**src/rtl/sqrt2_unit_arbiter.sv**
```systemverilog
// sqrt2_unit_arbiter: round-robin issue of operand pairs to one shared add/sub-div-sqrt2 unit
// Ports: clk/rst (async active-low); req, in_1_bus, in_2_bus from requesters;
// gnt one-hot combinational grant; unit_in_1/2 registered operands to the unit;
// unit_add/unit_sub unit results; res_valid/res_id/add_out/sub_out tagged results;
// busy = any operation in flight; op_cnt = issued operation count (wraps).
module sqrt2_unit_arbiter #(
  parameter int N = 4,
  parameter int NREQ = 4,
  parameter int LAT = 3,
  localparam int W = 2**N,
  localparam int IW = $clog2(NREQ)
) (
  input  logic              clk,
  input  logic              rst,
  input  logic [NREQ-1:0]   req,
  input  logic [NREQ*W-1:0] in_1_bus,
  input  logic [NREQ*W-1:0] in_2_bus,
  output logic [NREQ-1:0]   gnt,
  output logic [W-1:0]      unit_in_1,
  output logic [W-1:0]      unit_in_2,
  input  logic [W-1:0]      unit_add,
  input  logic [W-1:0]      unit_sub,
  output logic              res_valid,
  output logic [IW-1:0]     res_id,
  output logic [W-1:0]      add_out,
  output logic [W-1:0]      sub_out,
  output logic              busy,
  output logic [15:0]       op_cnt
);
  logic [IW-1:0] last_q, last_d, win;
  logic found;
  logic [W-1:0] u1_q, u1_d, u2_q, u2_d;
  logic [15:0] cnt_q, cnt_d;
  logic [LAT:0] tv_q, tv_d;
  logic [LAT:0][IW-1:0] tid_q, tid_d;
  // search starts one past the last winner and wraps modulo NREQ
  always_comb begin
    found = 1'b0;
    win = '0;
    for (int i = 1; i <= NREQ; i++)
      if (!found && req[(int'(last_q) + i) % NREQ]) begin
        found = 1'b1;
        win = IW'((int'(last_q) + i) % NREQ);
      end
    gnt = found ? NREQ'(1) << win : '0;
  end
  // tags shift every cycle with no stall so they stay aligned with the unit latency
  always_comb begin
    last_d = found ? win : last_q;
    u1_d = found ? in_1_bus[int'(win)*W +: W] : u1_q;
    u2_d = found ? in_2_bus[int'(win)*W +: W] : u2_q;
    cnt_d = cnt_q + {15'd0, found};
    tv_d = {tv_q[LAT-1:0], found};
    tid_d = {tid_q[LAT-1:0], found ? win : IW'(0)};
  end
  always_ff @(posedge clk or negedge rst) begin
    if (!rst) begin
      last_q <= IW'(NREQ - 1);
      u1_q <= '0;
      u2_q <= '0;
      cnt_q <= '0;
      tv_q <= '0;
      tid_q <= '0;
    end else begin
      last_q <= last_d;
      u1_q <= u1_d;
      u2_q <= u2_d;
      cnt_q <= cnt_d;
      tv_q <= tv_d;
      tid_q <= tid_d;
    end
  end
  assign unit_in_1 = u1_q;
  assign unit_in_2 = u2_q;
  assign res_valid = tv_q[LAT];
  assign res_id = tv_q[LAT] ? tid_q[LAT] : '0;
  assign add_out = unit_add;
  assign sub_out = unit_sub;
  assign busy = |tv_q;
  assign op_cnt = cnt_q;
endmodule

```
**config.mk**
```make
export PLATFORM = sky130hd
export DESIGN_NAME = sqrt2_unit_arbiter
export DESIGN_NICKNAME = d
export VERILOG_FILES = /design/src/rtl/sqrt2_unit_arbiter.sv
export SDC_FILE = /design/constraint.sdc
export NUM_CORES = 1
export LEC_CHECK = 0
export BUFFER_PORTS_ARGS = -buffer_cell sky130_fd_sc_hd__buf_2
export CAP_MARGIN = 40
export CELL_PAD_IN_SITES_DETAIL_PLACEMENT = 2
export CELL_PAD_IN_SITES_GLOBAL_PLACEMENT = 2
export CORE_MARGIN = 2
export CORE_UTILIZATION = 22
export DETAILED_ROUTE_END_ITERATION = 8
export PLACE_DENSITY_LB_ADDON = 0.1
export SYNTH_ARGS = -nofsm -noshare
export SYNTH_HDL_FRONTEND = slang
export SYNTH_SLANG_ARGS = --single-unit
```
**constraint.sdc**
```tcl
create_clock -name clk -period 1.8 [get_ports clk]
set_input_delay 0.27 -clock clk [delete_from_list [all_inputs] [get_ports clk]]
set_output_delay 0.27 -clock clk [all_outputs]
set_load 0.01 [all_outputs]
```
* After elaboration in Yosys (flattened, before gate mapping)
Cells that the tools add are included.
** Storage, ports and cells
- Register bits :: 62
- Logic and storage cells :: 59
- Input port bits :: 166
** Cells by class
- $lt $le $gt $ge :: 4
- Shift operators :: 3
- Bitwise gates (word level) :: 4
- Reductions and logical operators :: 11
- Multiplexer cells :: 23
- Add/subtract/negate cells :: 5
** Operators by type and width (count)
- 64-bit by 7-bit indexed part select with 16-bit output :: 2
- 16-bit by 1-bit adder with 16-bit output :: 1
- 3-bit by 4-bit less-than comparator with 1-bit output, second input constant :: 4
- 1-bit 2-to-1 mux :: 12
- 2-bit 2-to-1 mux :: 6
- 1-bit binary-select mux with 2-bit select :: 4
- 2-bit OR reduction :: 4
- 2-bit by 1-bit adder with 2-bit output, second input constant :: 2
- 2-bit adder, second input constant :: 2
- 1-bit AND, first input constant :: 4
- 4-bit 2-to-1 mux :: 1
- 4-bit OR reduction :: 1
- 1-bit by 2-bit left shift with 4-bit output, first input constant :: 1
- 1-bit logical AND :: 3
- 1-bit logical NOT :: 3

* Logic depth before layout (Yosys ltp)
- Word-level depth :: 18
- Gate-level depth with buffers :: 9
- Depth with buffers taken out :: 8

* Least setup slack after synthesis
Ideal clock, no wire load.
- Kind :: reg-to-reg
- Start point :: register last_q[1]
- End point :: register u1_q[0], in the netlist unit_in_1[0]
- Stages on the path, launching flop included :: 10
- Path buffers :: 3
- Setup time :: 0.134 ns
- Period minus slack after synthesis :: 1.856 ns
- Arrival time :: 1.722 ns
- Path slack :: -0.056 ns
- Cells stage by stage :: dfstp_2 -> buf_6 -> nand2b_1 -> a21o_1 -> and3_4 -> buf_12 -> inv_12 -> buf_8 -> a221oi_2 -> a211oi_2
** Between the ends
- Longest elaborated chain between the ends :: 15
- Elaborated cells on any way between the ends :: 31
- Those cells by class :: add/sub (4); shift (1); mux (20); reduce/logical (6)
** RTL lines
- from (decl) :: RTL line 30 : logic [IW-1:0] last_q, last_d, win;
- from (signal assigned) :: RTL line 58 : last_q <= IW'(NREQ - 1);
- from (signal assigned) :: RTL line 65 : last_q <= last_d;
- 2-bit by 1-bit adder with 2-bit output :: RTL line 41, 43
- 1-bit binary-select mux with 2-bit select :: RTL line 41 : if (!found && req[(int'(last_q) + i) % NREQ]) begin
- 1-bit 2-to-1 mux (not written as such) (2 in a row) :: RTL line 41
- 1-bit 2-to-1 mux :: RTL line 41
- 1-bit logical NOT :: RTL line 41
- 1-bit logical AND :: RTL line 41
- 1-bit 2-to-1 mux :: RTL line 41
- 1-bit logical NOT :: RTL line 41
- 1-bit logical AND :: RTL line 41
- 1-bit 2-to-1 mux :: RTL line 41
- 1-bit logical NOT :: RTL line 41
- 1-bit logical AND :: RTL line 41
- 2-bit 2-to-1 mux :: RTL line 41
- 64-bit by 7-bit indexed part select with 16-bit output :: RTL line 50 : u1_d = found ? in_1_bus[int'(win)*W +: W] : u1_q;
- to (signal assigned) :: RTL line 66 : u1_q <= u1_d;
- to (decl) :: RTL line 32 : logic [W-1:0] u1_q, u1_d, u2_q, u2_d;
Parallel ways exist; a longest one is shown, timed or not. The select of a mux whose other input is x is not followed.
A chain may end at the register's enable or synchronous reset.

* Worst setup path in the final report
- Start point :: register last_q[1]
- End point :: output gnt[2]
** Between the ends
- Longest elaborated chain between the ends :: 16
- Elaborated cells on any way between the ends :: 32
- Those cells by class :: add/sub (4); shift (1); mux (21); reduce/logical (6)
** RTL lines
- 2-bit by 1-bit adder with 2-bit output :: RTL line 41, 43
- 1-bit binary-select mux with 2-bit select :: RTL line 41
- 1-bit 2-to-1 mux (not written as such) (2 in a row) :: RTL line 41
- 1-bit 2-to-1 mux :: RTL line 41
- 1-bit logical NOT :: RTL line 41
- 1-bit logical AND :: RTL line 41
- 1-bit 2-to-1 mux :: RTL line 41
- 1-bit logical NOT :: RTL line 41
- 1-bit logical AND :: RTL line 41
- 1-bit 2-to-1 mux :: RTL line 41
- 1-bit logical NOT :: RTL line 41
- 1-bit logical AND :: RTL line 41
- 2-bit 2-to-1 mux :: RTL line 41
- 1-bit by 2-bit left shift with 4-bit output :: RTL line 45 : gnt = found ? NREQ'(1) << win : '0;
- 4-bit 2-to-1 mux (*) :: RTL line 45
- to (decl) :: RTL line 18 : output logic [NREQ-1:0] gnt,
Every way passes the cells marked *; elsewhere a longest branch is shown, timed or not. The select of a mux whose other input is x is not followed.

==> metrics.log <==
[metrics] result of the run: finished, violations left
[metrics] violations in the final reports: setup timing
[metrics] remaining design rule violation count: 0
[metrics] count of non-filler cells in the finished layout: 778
[metrics] H-tree level count: 3
[metrics] CTS Sinks: 62
[metrics] routed vias/inst: 4.675
[metrics] global-route wire length before repair: 24760 µm
[metrics] number of search-and-repair iterations in the first detailed-routing pass: 4
[metrics] count of final max-slew check failures: 0
[metrics] DP HPWL: 11110 µm
[metrics] Cells after Synth: 349
[metrics] clock latency on the worst-skew pair: 0.33 ns
[metrics] startpoint of the lowest-slack register-to-register path: last_q[1]$_DFFE_PN1P_
[metrics] distinct cell type count of the synthesized netlist: 39
[metrics] destination of the worst register-to-register timing path: unit_in_2[0]$_DFFE_PN0P_
[metrics] number of primary I/O pins: 254
[metrics] count of final hold-check violations: 0
[metrics] final setup fails: 36
[metrics] remaining number of nets flagged by the antenna check after routing: 0
[metrics] final routed wire length divided by cell count: 20.75 µm
[metrics] row count: 49
[metrics] GRT Total Usage: 0.1676
[metrics] maximum number of pins on one net before global-route repair: 33
[metrics] worst endpoint required time: 1.53 ns
[metrics] leakage power summed over all cells: 2.774 nW
[metrics] critical path startpoint: last_q[1]$_DFFE_PN1P_
[metrics] share of layout cells above drive strength 1: 0.6405
[metrics] Worst Clk Skew: 0.004390 ns
[metrics] fraction of the cycle the final worst path needs: 1.175
[metrics] Die Height: 138.1 µm
[metrics] # port buffers: 189
[metrics] maximum ir drop on the vdd rail: 603.5 µV
[metrics] die extent in x: 138.1 µm
[metrics] Arr. time, crit path: 1.85 ns
[metrics] part of the Yosys area used for sequential elements: 0.3928
[metrics] worst-case setup margin in the final layout: -0.3150 ns
[metrics] worst reg-to-reg path cell count: 9
[metrics] die area: 19070 µm²
[metrics] initial antenna violation count: 1
[metrics] category of the worst setup path capture point: output pin
[metrics] Starting DRT DRC Count: 86
[metrics] transition time at the pin with the least slew margin: 0.5370 ns
[metrics] synthesis-to-finish area growth: 53.70%
[metrics] maximum achievable frequency: 472.8 MHz
[metrics] kind of path behind the tightest hold check: input port to register
[metrics] Routability Congestion: 0.7193
[metrics] fraction of the core area covered by cells at the end of the flow: 0.3420
[metrics] Total Neg Setup Slack: -7.478 ns
[metrics] Critical Path Fanout Max: 7
[metrics] areal power density over the cells: 1524 nW/µm²
[metrics] overall overflow remaining after global route: 0
[metrics] synthesized area per cell: 11.34 µm²
[metrics] number of buffers on the longest clock path: 2
[metrics] number of global-route vias before repair: 4286
[metrics] worst slew margin relative to its limit: 0.6420
[metrics] clock tree from TritonCTS: done
[metrics] number of synthesized register bits: 62
[metrics] Initial Utilization: 0.2225
[metrics] number of max-cap violations: 0
[metrics] synthesized cell area: 3956 µm²
[metrics] count of nets after finishing: 712
[metrics] critical path type: register to output pin
[metrics] most common library cell in the layout ignoring fill and taps: sky130_fd_sc_hd__buf_2
[metrics] crit path time final: 2.115 ns
[metrics] number of placed instances with taps included: 739
[metrics] drt total wl: 16140 µm
[metrics] register clock-pin slew on the reported worst setup and hold paths: 0.06 ns
[metrics] area after detailed placement: 5061 µm²
[metrics] dpl ws: -0.2485 ns
[metrics] area of all placed cells without fillers: 6081 µm²
[metrics] Num CTS Buffers: 9
[metrics] core area: 17780 µm²
[metrics] syn nets: 518
[metrics] vias after detailed routing: 3637
[metrics] Setup crit start kind: register
[metrics] leading cell types in the layout, fill and taps excluded: sky130_fd_sc_hd__buf_2, sky130_fd_sc_hd__dfrtp_1, sky130_fd_sc_hd__nor2_1
[metrics] clk root buf: sky130_fd_sc_hd__clkbuf_16
[metrics] end point of the critical path: gnt[2]
[metrics] worst reg2reg setup slack: -0.28 ns
[metrics] unrepaired setup endpoints after global routing: true
[metrics] Warnings, synthesis: 0
synthesized netlist by cell type:
| library cell | number | area (µm²) |
|---|---|---|
| sky130_fd_sc_hd__and4_1 | 1 | 8.760 |
| sky130_fd_sc_hd__nor2_1 | 38 | 142.6 |
| sky130_fd_sc_hd__buf_12 | 2 | 40.04 |
| sky130_fd_sc_hd__buf_8 | 2 | 30.03 |
| sky130_fd_sc_hd__or3_1 | 1 | 6.260 |
| sky130_fd_sc_hd__a311oi_2 | 1 | 15.01 |
| sky130_fd_sc_hd__nand2_1 | 9 | 33.78 |
| sky130_fd_sc_hd__nand4_1 | 1 | 6.260 |
| sky130_fd_sc_hd__a211oi_1 | 5 | 37.54 |
| sky130_fd_sc_hd__inv_12 | 1 | 16.27 |
| sky130_fd_sc_hd__nand2b_1 | 2 | 12.51 |
| sky130_fd_sc_hd__o21ai_1 | 1 | 5.000 |
| sky130_fd_sc_hd__nand3b_1 | 1 | 7.510 |
| sky130_fd_sc_hd__xnor2_1 | 12 | 105.1 |
| sky130_fd_sc_hd__mux2i_1 | 33 | 330.3 |
| sky130_fd_sc_hd__a211oi_2 | 26 | 325.3 |
| sky130_fd_sc_hd__o21ai_0 | 1 | 5.000 |
| sky130_fd_sc_hd__and2_1 | 4 | 25.02 |
| sky130_fd_sc_hd__xor2_1 | 2 | 17.52 |
| sky130_fd_sc_hd__nand3_1 | 8 | 40.04 |
| sky130_fd_sc_hd__clkbuf_1 | 9 | 33.78 |
| sky130_fd_sc_hd__ha_1 | 3 | 37.54 |
| sky130_fd_sc_hd__buf_6 | 7 | 78.83 |
| sky130_fd_sc_hd__inv_1 | 2 | 7.510 |
| sky130_fd_sc_hd__a221oi_1 | 4 | 35.03 |
| sky130_fd_sc_hd__dfrtp_1 | 60 | 1501 |
| sky130_fd_sc_hd__and3_4 | 1 | 11.26 |
| sky130_fd_sc_hd__or4_1 | 1 | 7.510 |
| sky130_fd_sc_hd__o32ai_1 | 1 | 8.760 |
| sky130_fd_sc_hd__a221oi_2 | 28 | 420.4 |
| sky130_fd_sc_hd__and3_1 | 36 | 225.2 |
| sky130_fd_sc_hd__nor2b_2 | 1 | 8.760 |
| sky130_fd_sc_hd__a21o_1 | 1 | 7.510 |
| sky130_fd_sc_hd__a21boi_1 | 1 | 7.510 |
| sky130_fd_sc_hd__buf_4 | 32 | 240.2 |
| sky130_fd_sc_hd__buf_2 | 7 | 35.03 |
| sky130_fd_sc_hd__a211o_1 | 1 | 8.760 |
| sky130_fd_sc_hd__o21bai_4 | 1 | 18.77 |
| sky130_fd_sc_hd__dfstp_2 | 2 | 52.55 |
per-layer routing:
metal,global-route usage,vias up,routed length (µm)
li1,-,1662,-
met5,0,-,0
met2,0.3082,110,8606
met1,0.1924,1844,6567
met4,0.04995,0,236
met3,0.04018,21,730
flip-flops by register name (all words and copies together) (netlist names):
signal and count:
unit_in_1 16, tv_q 4, tid_d 6, op_cnt 16, unit_in_2 16, last_q 2, tid_q 2
metrics by stage:
step	hold slack [ns]	power [mW]
finish	0.2664	9.266
global route	0.2770	9.851
CTS	0.2579	9.016
detailed placement	0.2458	6.325
global placement	0.2345	6.223
floorplan	-0.02559	4.859
cell type report:
cell class / instances / area [µm²]
Sequential cell: 62 / 1554
Timing Repair inverter: 1 / 16.27
Antenna cell: 1 / 2.502
Inverter: 3 / 27.53
Clock buffer: 11 / 232.7
Tap cell: 229 / 286.5
Multi-Input combinational cell: 225 / 2332
Fill cell: 1970 / 11700
Timing Repair Buffer: 241 / 1579
Clock inverter: 5 / 50.05
worst max-delay path: stages (launching register included):
cell,delay (ns)
sky130_fd_sc_hd__dfstp_2,0.58
sky130_fd_sc_hd__nand2b_4,0.14
sky130_fd_sc_hd__a21o_1,0.13
sky130_fd_sc_hd__and3_4,0.30
sky130_fd_sc_hd__buf_12,0.14
sky130_fd_sc_hd__and2_4,0.13
sky130_fd_sc_hd__buf_6,0.09
power breakdown:
group | total [mW] | switching (mW) | internal, mW
Combinational | 5.24 | 2.62 | 2.62
Clock | 1.71 | 0.645 | 1.06
Sequential | 2.32 | 0.354 | 1.96
cells by family after synthesis:
| group | synth area share |
|---|---|
| multiplexers | 0.08349 |
| XOR/XNOR | 0.03099 |
| buffers and inverters | 0.1218 |
| AND/OR/NAND/NOR | 0.1354 |
| adder cells (fa/ha/maj) | 0.009489 |
| AO/OA/AOI/OAI | 0.2261 |
| flip-flops | 0.3928 |
how the worst min path moves through the flow:
stage / startpoint / end / slack [ns] / depth (start not counted)
global route: in_2_bus[22] / unit_in_2[6]$_DFFE_PN0P_ / 0.28 / 3
global placement: rst / op_cnt[4]$_DFF_PN0_ / 0.23 / 1
detailed placement: rst / op_cnt[4]$_DFF_PN0_ / 0.25 / 1
floorplan: rst / op_cnt[0]$_DFF_PN0_ / -0.03 / 0
CTS: in_1_bus[21] / unit_in_1[5]$_DFFE_PN0P_ / 0.26 / 3
finish: in_2_bus[23] / unit_in_2[7]$_DFFE_PN0P_ / 0.27 / 3
repair_timing:
item,4_1_cts,5_1_grt
pin swaps,12,19
endpoints found under the setup margin,36,36
setup buffers,17,2
gates cloned,3,2
endpoints found under the hold margin,15,0
hold buffers,1,0
gates resized for setup,59,33
Power figures use the tool's default switching activity.
